## src/rtl/instr_fetch_unit_pkg.sv

```systemverilog
// ---------------------------------------------------------------------------
// instr_fetch_unit_pkg
// Shared definitions for the instruction fetch stage and its helpers:
//   - fetch FSM state encoding (2-bit enum)
//   - instruction-register field positions (opcode, rs, rt, rd, funct, imm16)
//   - PC increment per fetched word
//   - word-alignment helper for PC redirect targets
// ---------------------------------------------------------------------------
package instr_fetch_unit_pkg;

   typedef enum logic [1:0] {
      ST_BOOT  = 2'd0,
      ST_FETCH = 2'd1,
      ST_HOLD  = 2'd2,
      ST_ERR   = 2'd3
   } fetch_state_t;

   localparam int OPC_MSB   = 31;
   localparam int OPC_LSB   = 26;
   localparam int RS_MSB    = 25;
   localparam int RS_LSB    = 21;
   localparam int RT_MSB    = 20;
   localparam int RT_LSB    = 16;
   localparam int RD_MSB    = 15;
   localparam int RD_LSB    = 11;
   localparam int FUNCT_MSB = 5;
   localparam int FUNCT_LSB = 0;
   localparam int IMM_MSB   = 15;
   localparam int IMM_LSB   = 0;

   localparam logic [31:0] PC_STEP = 32'd4;

   // Instructions are word aligned, so redirect targets drop their byte offset.
   function automatic logic [31:0] align_word(input logic [31:0] addr);
      return {addr[31:2], 2'b00};
   endfunction

endpackage

```

## src/rtl/ir_field_split.sv

```systemverilog
// ---------------------------------------------------------------------------
// ir_field_split
// Purely combinational slicer that breaks a 32-bit instruction word into its
// decode fields. Shared between the fetch stage and the decode bench.
// Ports:
//   ir      in  32  instruction word
//   opcode  out 6   ir[31:26]
//   rs      out 5   ir[25:21]
//   rt      out 5   ir[20:16]
//   rd      out 5   ir[15:11]
//   funct   out 6   ir[5:0]
//   imm16   out 16  ir[15:0]
// ---------------------------------------------------------------------------
module ir_field_split
   import instr_fetch_unit_pkg::*;
(
   input  logic [31:0] ir,
   output logic [5:0]  opcode,
   output logic [4:0]  rs,
   output logic [4:0]  rt,
   output logic [4:0]  rd,
   output logic [5:0]  funct,
   output logic [15:0] imm16
);

   assign opcode = ir[OPC_MSB:OPC_LSB];
   assign rs     = ir[RS_MSB:RS_LSB];
   assign rt     = ir[RT_MSB:RT_LSB];
   assign rd     = ir[RD_MSB:RD_LSB];
   assign funct  = ir[FUNCT_MSB:FUNCT_LSB];
   assign imm16  = ir[IMM_MSB:IMM_LSB];

endmodule

```

## src/rtl/instr_fetch_unit.sv

```systemverilog
// ---------------------------------------------------------------------------
// instr_fetch_unit
// Upstream stage of microctrl. Fetches 32-bit instructions over a req/ack
// memory port into the instruction register (IR) and presents the decoded
// IR fields plus the PC. After reset a boot fetch starts on its own; later
// fetches are requested by microctrl through fetch_start. A fetch that sees
// no mem_ack for TIMEOUT cycles raises a sticky fetch_err and parks the unit
// until reset (TIMEOUT = 0 disables the limit).
// Ports:
//   clk          in  1   system clock, rising edge
//   rst          in  1   asynchronous reset, active low
//   fetch_start  in  1   request next fetch (used only while holding)
//   pc_load      in  1   load pc from pc_next (used only while holding)
//   pc_next      in  32  redirect target, byte offset dropped on load
//   mem_req      out 1   registered memory read request
//   mem_addr     out 32  read address (the pc)
//   mem_ack      in  1   read data valid (used only while fetching)
//   mem_rdata    in  32  instruction word
//   opcode       out 6   IR[31:26]
//   rs/rt/rd     out 5   IR[25:21]/IR[20:16]/IR[15:11]
//   funct        out 6   IR[5:0]
//   imm16        out 16  IR[15:0]
//   ir_valid     out 1   IR holds a fetched, unconsumed instruction
//   pc           out 32  address of the next fetch
//   fetch_err    out 1   sticky fetch timeout flag
// ---------------------------------------------------------------------------
module instr_fetch_unit
   import instr_fetch_unit_pkg::*;
#(
   parameter logic [31:0] PC_RESET = 32'h0000_0000,
   parameter int          TIMEOUT  = 15
)
(
   input  logic        clk,
   input  logic        rst,
   input  logic        fetch_start,
   input  logic        pc_load,
   input  logic [31:0] pc_next,
   output logic        mem_req,
   output logic [31:0] mem_addr,
   input  logic        mem_ack,
   input  logic [31:0] mem_rdata,
   output logic [5:0]  opcode,
   output logic [4:0]  rs,
   output logic [4:0]  rt,
   output logic [4:0]  rd,
   output logic [5:0]  funct,
   output logic [15:0] imm16,
   output logic        ir_valid,
   output logic [31:0] pc,
   output logic        fetch_err
);

   // With TIMEOUT = 0 this value is never used, the limit check is disabled.
   localparam logic [31:0] TIMER_LAST = 32'(TIMEOUT - 1);

   fetch_state_t state, state_nxt;

   logic [31:0] pc_q, pc_nxt;
   logic [31:0] ir_q, ir_nxt;
   logic [31:0] timer_q, timer_nxt;
   logic        mem_req_q, mem_req_nxt;
   logic        ir_valid_q, ir_valid_nxt;
   logic        err_q, err_nxt;

   // State register. Reset parks the FSM in BOOT so the first edge after
   // release launches the boot fetch without any request from microctrl.
   always_ff @(posedge clk or negedge rst) begin
      if (!rst) begin
         state <= ST_BOOT;
      end else begin
         state <= state_nxt;
      end
   end

   // Next-state and next-register logic. mem_req is computed one cycle ahead
   // so the request leaves the unit straight from a flop. The PC only moves on
   // an accepted word or a redirect while holding; during a bus transaction it
   // stays frozen so mem_addr cannot change under an outstanding request.
   always_comb begin
      state_nxt    = state;
      pc_nxt       = pc_q;
      ir_nxt       = ir_q;
      timer_nxt    = timer_q;
      mem_req_nxt  = 1'b0;
      ir_valid_nxt = ir_valid_q;
      err_nxt      = err_q;

      case (state)
         ST_BOOT: begin
            state_nxt    = ST_FETCH;
            mem_req_nxt  = 1'b1;
            ir_valid_nxt = 1'b0;
            timer_nxt    = '0;
         end

         ST_FETCH: begin
            ir_valid_nxt = 1'b0;
            if (mem_ack) begin
               ir_nxt       = mem_rdata;
               pc_nxt       = pc_q + PC_STEP;
               ir_valid_nxt = 1'b1;
               timer_nxt    = '0;
               state_nxt    = ST_HOLD;
            end else if ((TIMEOUT != 0) && (timer_q == TIMER_LAST)) begin
               err_nxt   = 1'b1;
               state_nxt = ST_ERR;
            end else begin
               timer_nxt   = timer_q + 32'd1;
               mem_req_nxt = 1'b1;
            end
         end

         ST_HOLD: begin
            // A redirect on the same edge as fetch_start is picked up by the
            // new fetch, since mem_addr reads the freshly loaded pc.
            if (pc_load) begin
               pc_nxt = align_word(pc_next);
            end
            if (fetch_start) begin
               state_nxt    = ST_FETCH;
               ir_valid_nxt = 1'b0;
               mem_req_nxt  = 1'b1;
               timer_nxt    = '0;
            end
         end

         ST_ERR: begin
            ir_valid_nxt = 1'b0;
            err_nxt      = 1'b1;
         end

         default: begin
            state_nxt = ST_BOOT;
         end
      endcase
   end

   // Datapath registers. Asynchronous reset drops mem_req immediately and
   // clears IR so opcode reads zero while reset is held.
   always_ff @(posedge clk or negedge rst) begin
      if (!rst) begin
         pc_q       <= PC_RESET;
         ir_q       <= '0;
         timer_q    <= '0;
         mem_req_q  <= 1'b0;
         ir_valid_q <= 1'b0;
         err_q      <= 1'b0;
      end else begin
         pc_q       <= pc_nxt;
         ir_q       <= ir_nxt;
         timer_q    <= timer_nxt;
         mem_req_q  <= mem_req_nxt;
         ir_valid_q <= ir_valid_nxt;
         err_q      <= err_nxt;
      end
   end

   assign mem_req   = mem_req_q;
   assign mem_addr  = pc_q;
   assign pc        = pc_q;
   assign ir_valid  = ir_valid_q;
   assign fetch_err = err_q;

   ir_field_split u_split (
      .ir     (ir_q),
      .opcode (opcode),
      .rs     (rs),
      .rt     (rt),
      .rd     (rd),
      .funct  (funct),
      .imm16  (imm16)
   );

endmodule

```

## config.mk

```make
export PLATFORM = sky130hd
export DESIGN_NAME = instr_fetch_unit
export DESIGN_NICKNAME = d
export VERILOG_FILES = /design/src/rtl/instr_fetch_unit_pkg.sv /design/src/rtl/ir_field_split.sv /design/src/rtl/instr_fetch_unit.sv
export SDC_FILE = /design/constraint.sdc
export NUM_CORES = 1
export LEC_CHECK = 0
export BUFFER_PORTS_ARGS = -buffer_cell sky130_fd_sc_hd__buf_2
export CORE_MARGIN = 8
export CORE_UTILIZATION = 56
export DETAILED_ROUTE_END_ITERATION = 8
export PLACE_DENSITY_LB_ADDON = 0.08
export SLEW_MARGIN = 20
export SYNTH_ARGS = -nofsm -noshare
export SYNTH_HDL_FRONTEND = slang
export SYNTH_HIERARCHICAL = 1
export SYNTH_SLANG_ARGS = --single-unit
```

## constraint.sdc

```tcl
create_clock -name clk -period 4.35 [get_ports clk]
set_input_delay 0.2175 -clock clk [delete_from_list [all_inputs] [get_ports clk]]
set_output_delay 0.2175 -clock clk [all_outputs]
set_load 0.005 [all_outputs]
```

== Word-level counts from Yosys, hierarchy flattened ==
Index checks and enable logic that the tools add are counted.
Storage, ports and cells
  register bits after elaboration: 101
  bits of input ports: 69
  output and inout bits: 110
  logic and storage cells: 51
Operators by class
  add/sub/neg operators: 2
  equality and inequality tests: 11
  mux-type cells: 21
  reduce and logical (&&, ||, !) cells: 10
Operators with widths (number)
  $mux 32: 5
  $pmux 32 s3: 1
  $pmux 32 s2: 1
  $add 32x1->32 const B: 1
  $add 32x3->32 const B: 1
  $eq 32x4->1 const B: 1
  $reduce_and 3->1: 4
  $ne 2x2->1 const B: 5
  $mux 1: 7
  $mux 2: 3
  $ne 3x3->1 const B: 2
  $pmux 1 s3: 2
  $pmux 2 s3: 1
  $eq 2x2->1 const B: 2
  $reduce_bool 2->1: 2
  $reduce_bool 3->1: 1
  $eq 2x1->1 const B: 1
  $logic_not 2->1: 1
  $pmux 1 s2: 1
  $reduce_and 2->1: 1
  $reduce_or 2->1: 1

== Longest topological paths before layout ==
Gate-level depths: netlist of the first run.
  depth after elaboration: 4
  depth in mapped cells: 8
  depth with buffers taken out: 7

== Cells and area by module ==
The synthesis of the first run kept the hierarchy.
By module, submodules not included
  instr_fetch_unit: times used 1, cells each 651, area each 5626.6 sq um, sequential area each 2477.4 sq um
  ir_field_split: times used 1, cells each 43, area each 322.8 sq um, sequential area each 0.0 sq um

== Least setup slack after synthesis of the first run ==
No wires, ideal clock.
  kind: register to register
  start point: reg pc_q[2], in the netlist mem_addr[2]
  end point: reg pc_q[18], in the netlist mem_addr[18]
  setup time: 0.121 ns
  arrival time: 1.741 ns
  data required time: 4.229 ns
  path slack: 2.487 ns
  stages on the path, launching flop included: 7
  path buffers: 0
  period minus slack after synthesis: 1.863 ns
  path through: dfrtp_1 ha_1 nand4_1 nor3_1 nand2_1 o22a_1 o22a_1
Between the ends
  word-level cells in the longest chain between the ends: 3
RTL lines
  start: declaration: line instr_fetch_unit.sv:59  | logic [31:0] pc_q, pc_nxt;
  start signal: assignment: line instr_fetch_unit.sv:150  | pc_q <= pc_nxt;
  $add 32x3->32: line instr_fetch_unit.sv:101  | pc_nxt = pc_q + PC_STEP;
  $mux 32: line instr_fetch_unit.sv:99  | if (mem_ack) begin
  $pmux 32 s2: line instr_fetch_unit.sv:89  | case (state)
Every way passes these cells. The select of a mux whose other input is x is not followed.
A chain may end at the register's enable or synchronous reset.

== Worst setup path after layout of the first run ==
  start point: reg timer_q[0]
  end point: reg timer_q[17]
Between the ends
  word-level cells in the longest chain between the ends: 4
  elaborated cells between the ends (all ways): 7
  classes of those cells: add/sub: 1; eq/ne: 2; mux: 3; reduce/logical: 1
RTL lines
  start: declaration: line instr_fetch_unit.sv:61  | logic [31:0] timer_q, timer_nxt;
  start signal: assignment: line instr_fetch_unit.sv:152  | timer_q <= timer_nxt;
  $add 32x1->32: line instr_fetch_unit.sv:109  | timer_nxt = timer_q + 32'd1;
  $mux 32: line instr_fetch_unit.sv:105  | end else if ((TIMEOUT != 0) && (timer_q == TIMER_LAST)) begin
  $mux 32: line instr_fetch_unit.sv:99
  $pmux 32 s3: line instr_fetch_unit.sv:89
Parallel ways exist; a longest one is shown, timed or not. The select of a mux whose other input is x is not followed.

==> results of run 1 <==
-- what timing repair did --
action,CTS,global route
hold buffers,1,0
gates resized for setup,0,0
endpoints found under the hold margin,39,0
-- critical path, stage by stage (launching register included) --
cell     delay, ns
dfrtp_1       0.46
inv_1         0.08
ha_1          0.15
nor4b_1       0.23
nand4_1       0.29
o21ai_2       0.85
nor3_1        0.11
a211o_1       0.29
-- how the worst max path moves through the flow --
stage	startpoint	to	slack (ns)	depth (start not counted)
floorplan	mem_addr[2]	mem_addr[18]	2.49	6
global placement	timer_q[0]	timer_q[17]	1.83	7
detailed placement	timer_q[0]	timer_q[17]	1.80	7
CTS	timer_q[0]	timer_q[17]	1.78	7
global route	timer_q[0]	timer_q[30]	1.57	7
finish	timer_q[0]	timer_q[17]	1.75	7
-- per-layer routing --
| layer | wire length, um | global-route usage | part of all wire | up-vias |
|---|---|---|---|---|
| met4 | 227 | 0.0538 | 0.015 | 2 |
| met1 | 6520 | 0.258 | 0.42 | 2576 |
| met5 | 10 | 0 | 0.00065 | - |
| met2 | 7570 | 0.367 | 0.49 | 183 |
| met3 | 1100 | 0.0624 | 0.071 | 21 |
| li1 | - | - | - | 2560 |
-- power breakdown --
| group | switching (mW) | internal, mW |
|---|---|---|
| clock network | 0.334 | 0.292 |
| logic | 0.707 | 0.522 |
| registers | 0.264 | 1.17 |
| total | 1.31 | 1.99 |
-- logic make-up (layout without fill, tap and decap cells) --
logic type               Yosys count  in the layout  synth area share
AO/OA/AOI/OAI                    157            157             0.178
XOR/XNOR                           1              1           0.00147
adder cells (fa/ha/maj)            3              3           0.00631
buffers and inverters            120            199             0.131
flip-flops                        99             99             0.416
multiplexers                       2              2           0.00358
other                              1              4          0.000630
AND/OR/NAND/NOR                  311            311             0.262
-- layout make-up --
cell class / instances / share of cell area
Multi-Input combinational cell: 478 / 0.418
Clock buffer: 11 / 0.0217
Timing Repair Buffer: 178 / 0.140
Sequential cell: 99 / 0.381
Tap cell: 136 / 0.0262
Clock inverter: 5 / 0.0104
Inverter: 5 / 0.00289
-- sequential cells by signal, summed over array words and instances, names as in the netlist --
| name | count |
|---|---|
| state | 2 |
| mem_req | 1 |
| fetch_err | 1 |
| mem_addr | 30 |
| timer_q | 32 |
| ir_q | 32 |
| ir_valid | 1 |
-- placed cells by master (no fill, tap or decap), types with 5 or more instances in the layout --
master     synthesis  routed
o22a_1             7       7
clkbuf_8           0      10
o31ai_1            6       6
a2bb2oi_1          5       5
nand3_1           22      22
buf_4             78       6
a211o_1           10      10
buf_2             10     171
nand2_1          141     141
and2_1             7       7
nand4_1           24      24
and4_1             7       7
a21oi_1           47      47
nor3_1            17      17
a31oi_1           14      14
inv_1              5       5
o21ai_0           25      25
nor2_1            38      38
dfrtp_1           99      99
nor4_1            14      14
and3_1            13      13
-- through the flow --
stage	util	hold slack, ns	setup slack (ns)	cell area [um2]
3_5_place_dp	0.608	0.386	1.80	6280
3_3_place_gp	0.608	0.385	1.83	6280
4_1_cts	0.629	0.0211	1.78	6500
5_1_grt	0.630	0.0180	1.57	6500
2_1_floorplan	-	-0.0781	2.49	5960
6_report	0.630	0.0348	1.75	6500
==> impl_metrics.ini, run 1 <==
[yosys]
ys_warn_count = 6
synthFlopType = dfrtp_1
ys_async_sr_fraction = 1.00
synth_area_leader_cell = dfrtp_1
ys_seq_elements = 99
synth_commonest_cells = nand2_1 (141), dfrtp_1 (99), buf_4 (78)
synthCells = 694
synth_area_mm2 = 0.00595
postSynthAreaPerCell_um2 = 8.57
synth.top_cell.area_share = 0.416
synth.most_common_cell = nand2_1
synth_edf_count = 0
ys_seq_area_frac = 0.416
ys_types = 67
synthTopCellsByArea = dfrtp_1 (42%), buf_4 (9.8%), nand2_1 (8.9%)

[pwr]
p_per_area_mw_per_mm2 = 506
power.leakage_nw = 3.23
report.power.total_mw = 3.29
ir_drop_mv = 0.266

[worst_hold_path]
min_to = ir_q[23]
worstHoldStart = mem_rdata[23]
worstHoldPathCells = 3
hp-class = in2reg

[sta]
finalCriticalPeriod_ns = 2.60
tightest_slew_ns = 0.994
clock_skew_ns = 0.0121
grt_setup_unrepaired = false
hold_viol = 0
max_freq_mhz = 384
setup_tns_ns = 0
slew_headroom = 0.337
fin_crit_sh = 0.598
finalSetupViolCount = 0
final_max_slew_viol_count = 0

[worst_setup_path]
cp_data_required_time_ns = 4.60
timing.rr.start = timer_q[0]
critPathLaunchType = flop
crit_fanout = 22
arrival_ns = 2.85
reg2reg_slack_ns = 1.75
endpoint_kind = flop
reg2reg_depth = 7
critPathKind = reg2reg
r2r_end = timer_q[17]

[cts]
clock_path_buffers = 2
cts_buffers = 9
cts_sinks = 99
cts_setup_buffers = 0
clk_pin_slew_worst_paths_ns = 0.10
clock_latency_ns = 0.36
htree_levels = 3
cts_tree = yes
cts-root-buf = clkbuf_8

[place]
place_congestion = 0.889
port_buffers = 172
hpwl_um = 11100
dp.cells = 895

[route]
viasPerCell = 5.86
drtAntennaViolNets = 0
first_pass_iters = 5
routed_wl_um = 15400
wl_per_cell_um = 16.9
route.detailed.drc = 0
vias = 5342
drt_iter0_drc = 468

[run]
cap_violations = 0

[layout]
areaGrowthSynthToFinish_pct = 9.34
antenna-diode-count = 0
finalNonFillerCells = 912
fill_cells = 930
layout-drive-gt1-share = 0.278
nets = 843
multiInputGateArea_mm2 = 0.00272
seq_area_mm2 = 0.00248

[floorplanning]
row_count = 37
coreArea_mm2 = 0.0103
fp.dieH_um = 119
chipWidth_um = 119
die_area_mm2 = 0.0142
io_pins = 179
start_util = 0.576

[global_route]
grt_pass1_vias = 5141
antenna_found_initial = 1
grt_start_max_net_pins = 68
grt_pass1_wl_um = 25500
gr-total-overflow = 0
grtUsageTotal = 0.214

[status]
status = finished clean
No activity file was read; power rests on OpenSTA's default activity.
==> run 2: changes to the inputs <==
--- a/config.mk
+++ b/config.mk
@@ -7,7 +7,7 @@
 export LEC_CHECK = 0
 export BUFFER_PORTS_ARGS = -buffer_cell sky130_fd_sc_hd__buf_2
 export CORE_MARGIN = 8
-export CORE_UTILIZATION = 56
+export CORE_UTILIZATION = 52
 export DETAILED_ROUTE_END_ITERATION = 8
 export PLACE_DENSITY_LB_ADDON = 0.08
 export SLEW_MARGIN = 20
==> constraint.sdc (replaced) <==
create_clock -name clk -period 2.5 [get_ports clk]
set_input_delay 0.125 -clock clk [delete_from_list [all_inputs] [get_ports clk]]
set_output_delay 0.125 -clock clk [all_outputs]
set_load 0.005 [all_outputs]
==> impl_metrics.ini, run 2 (synthesis results as in run 1) <==
[status]
status = finished clean

[cts]
cts-root-buf = clkbuf_16
clock_latency_ns = 0.36
cts_tree = yes
clk_pin_slew_worst_paths_ns = 0.07
cts_buffers = 9
clock_path_buffers = 2
htree_levels = 3
cts_sinks = 99
cts_setup_buffers = 0

[route]
route.detailed.drc = 0
drt_iter0_drc = 507
drtAntennaViolNets = 0
routed_wl_um = 16500
wl_per_cell_um = 17.2
viasPerCell = 5.70
first_pass_iters = 5
vias = 5481

[floorplanning]
chipWidth_um = 123
row_count = 39
io_pins = 179
coreArea_mm2 = 0.0113
die_area_mm2 = 0.0151
fp.dieH_um = 123
start_util = 0.528

[sta]
fin_crit_sh = 0.874
finalWorstSetupSlack_ns = 0.316
hold_viol = 0
slew_headroom = 0.493
tightest_slew_ns = 0.761
max_freq_mhz = 458
final_max_slew_viol_count = 0
finalSetupViolCount = 0
finalCriticalPeriod_ns = 2.18
clock_skew_ns = 0.00855
setup_tns_ns = 0
grt_setup_unrepaired = false

[worst_setup_path]
cp_data_required_time_ns = 2.74
critPathLaunchType = flop
endpoint_kind = flop
crit_fanout = 7
critPathKind = reg2reg
arrival_ns = 2.42

[pwr]
pwr-share-seq = 0.413
p_sw_mw = 2.37
ir_drop_mv = 0.618
p_per_area_mw_per_mm2 = 870
p_clk_frac = 0.221
combPwrFrac = 0.366
power.leakage_nw = 3.43
p_int_mw = 3.70
swShare = 0.391

[place]
hpwl_um = 11600
pre_cts_ws_ns = 0.287
place_congestion = 0.852
port_buffers = 172

[global_route]
grt_start_max_net_pins = 59
antenna_found_initial = 0
gr-total-overflow = 0
grtUsageTotal = 0.217
grt_pass1_vias = 5124
grt_pass1_wl_um = 26200

[layout]
post-route-util = 0.619
areaGrowthSynthToFinish_pct = 17.2
final_cell_mix = buf_2 (171), nand2_1 (141), dfrtp_1 (99)
layout-drive-gt1-share = 0.277
final_common_cell = buf_2
antenna-diode-count = 0
nets = 886

[worst_hold_path]
hp-class = in2reg

[run]
cap_violations = 0
## run 2: cell types whose count changed in the layout (fill, tap and decap cells not counted)
cell / previous run / this run
dlygate4sd3_1: 1 / 33
buf_4: 6 / 17
clkbuf_8: 10 / 0
clkbuf_16: 0 / 9
clkinvlp_4: 0 / 2
a21oi_2: 0 / 1
a21oi_4: 1 / 0
bufinv_16: 1 / 0
clkinv_2: 0 / 1
clkinv_4: 1 / 0
inv_6: 2 / 3
inv_8: 1 / 0
## run 2: layout make-up
| class | instances | area [um2] |
|---|---|---|
| Tap cell | 143 | 179 |
| Clock buffer | 10 | 229 |
| Clock inverter | 6 | 46.3 |
| Multi-Input combinational cell | 478 | 2710 |
| Fill cell | 1006 | 4300 |
| Timing Repair Buffer | 221 | 1310 |
| Sequential cell | 99 | 2480 |
| Inverter | 5 | 18.8 |
## run 2: path summary, 6_finish.rpt
kind / start / endpoint / slack (ns) / cells after the start
worst max-delay path: timer_q[19] / timer_q[17] / 0.32 / 6
worst min-delay path: pc_next[2] / mem_addr[2] / 0.02 / 3
worst max register to register: timer_q[19] / timer_q[17] / 0.32 / 6
worst min register to register: fetch_err / fetch_err / 0.46 / 1
max in group asynchronous: rst / timer_q[11] / 1.39 / 3
min in group asynchronous: rst / mem_addr[12] / 0.37 / 2
## run 2: power by group through the flow
| stage | logic, mW | clock network [mW] | registers, mW |
|---|---|---|---|
| after floorplan | 1.84 | 0 | 2.43 |
| after global placement | 2.17 | 0 | 2.50 |
| after detailed placement | 2.20 | 0 | 2.53 |
| after CTS | 2.25 | 1.37 | 2.50 |
| after global routing | 2.48 | 1.43 | 2.59 |
| final | 2.22 | 1.34 | 2.51 |
## run 2: stage by stage
stage	total power [mW]	cell area [um2]	instances	hold slack [ns]
3_3_place_gp	4.67	6370	913	0.238
3_5_place_dp	4.73	6370	913	0.242
4_1_cts	6.12	6980	962	0.00889
2_1_floorplan	4.27	5960	697	-0.171
6_report	6.07	6980	962	0.0193
5_1_grt	6.51	6980	962	0.0412
## run 2: critical path, cell delays in order, from the launching register on
cell	delay [ns]
dfrtp_1	0.44
nor4_1	0.41
nand4_2	0.28
o21ai_2	0.39
buf_4	0.23
nor3_1	0.06
a211o_1	0.27
## run 2: timing repair
action / CTS / global route
hold buffers: 33 / 0
endpoints found under the setup margin: 0 / 0
hold endpoints to repair: 87 / 0
resized for setup: 0 / 0
## run 2: layer usage
layer | GRT usage | share of wire | vias to the layer above
met5 | 0 | 0 | -
met1 | 0.273 | 0.42 | 2589
met4 | 0.0868 | 0.015 | 0
li1 | - | - | 2648
met3 | 0.0457 | 0.080 | 20
met2 | 0.358 | 0.48 | 224
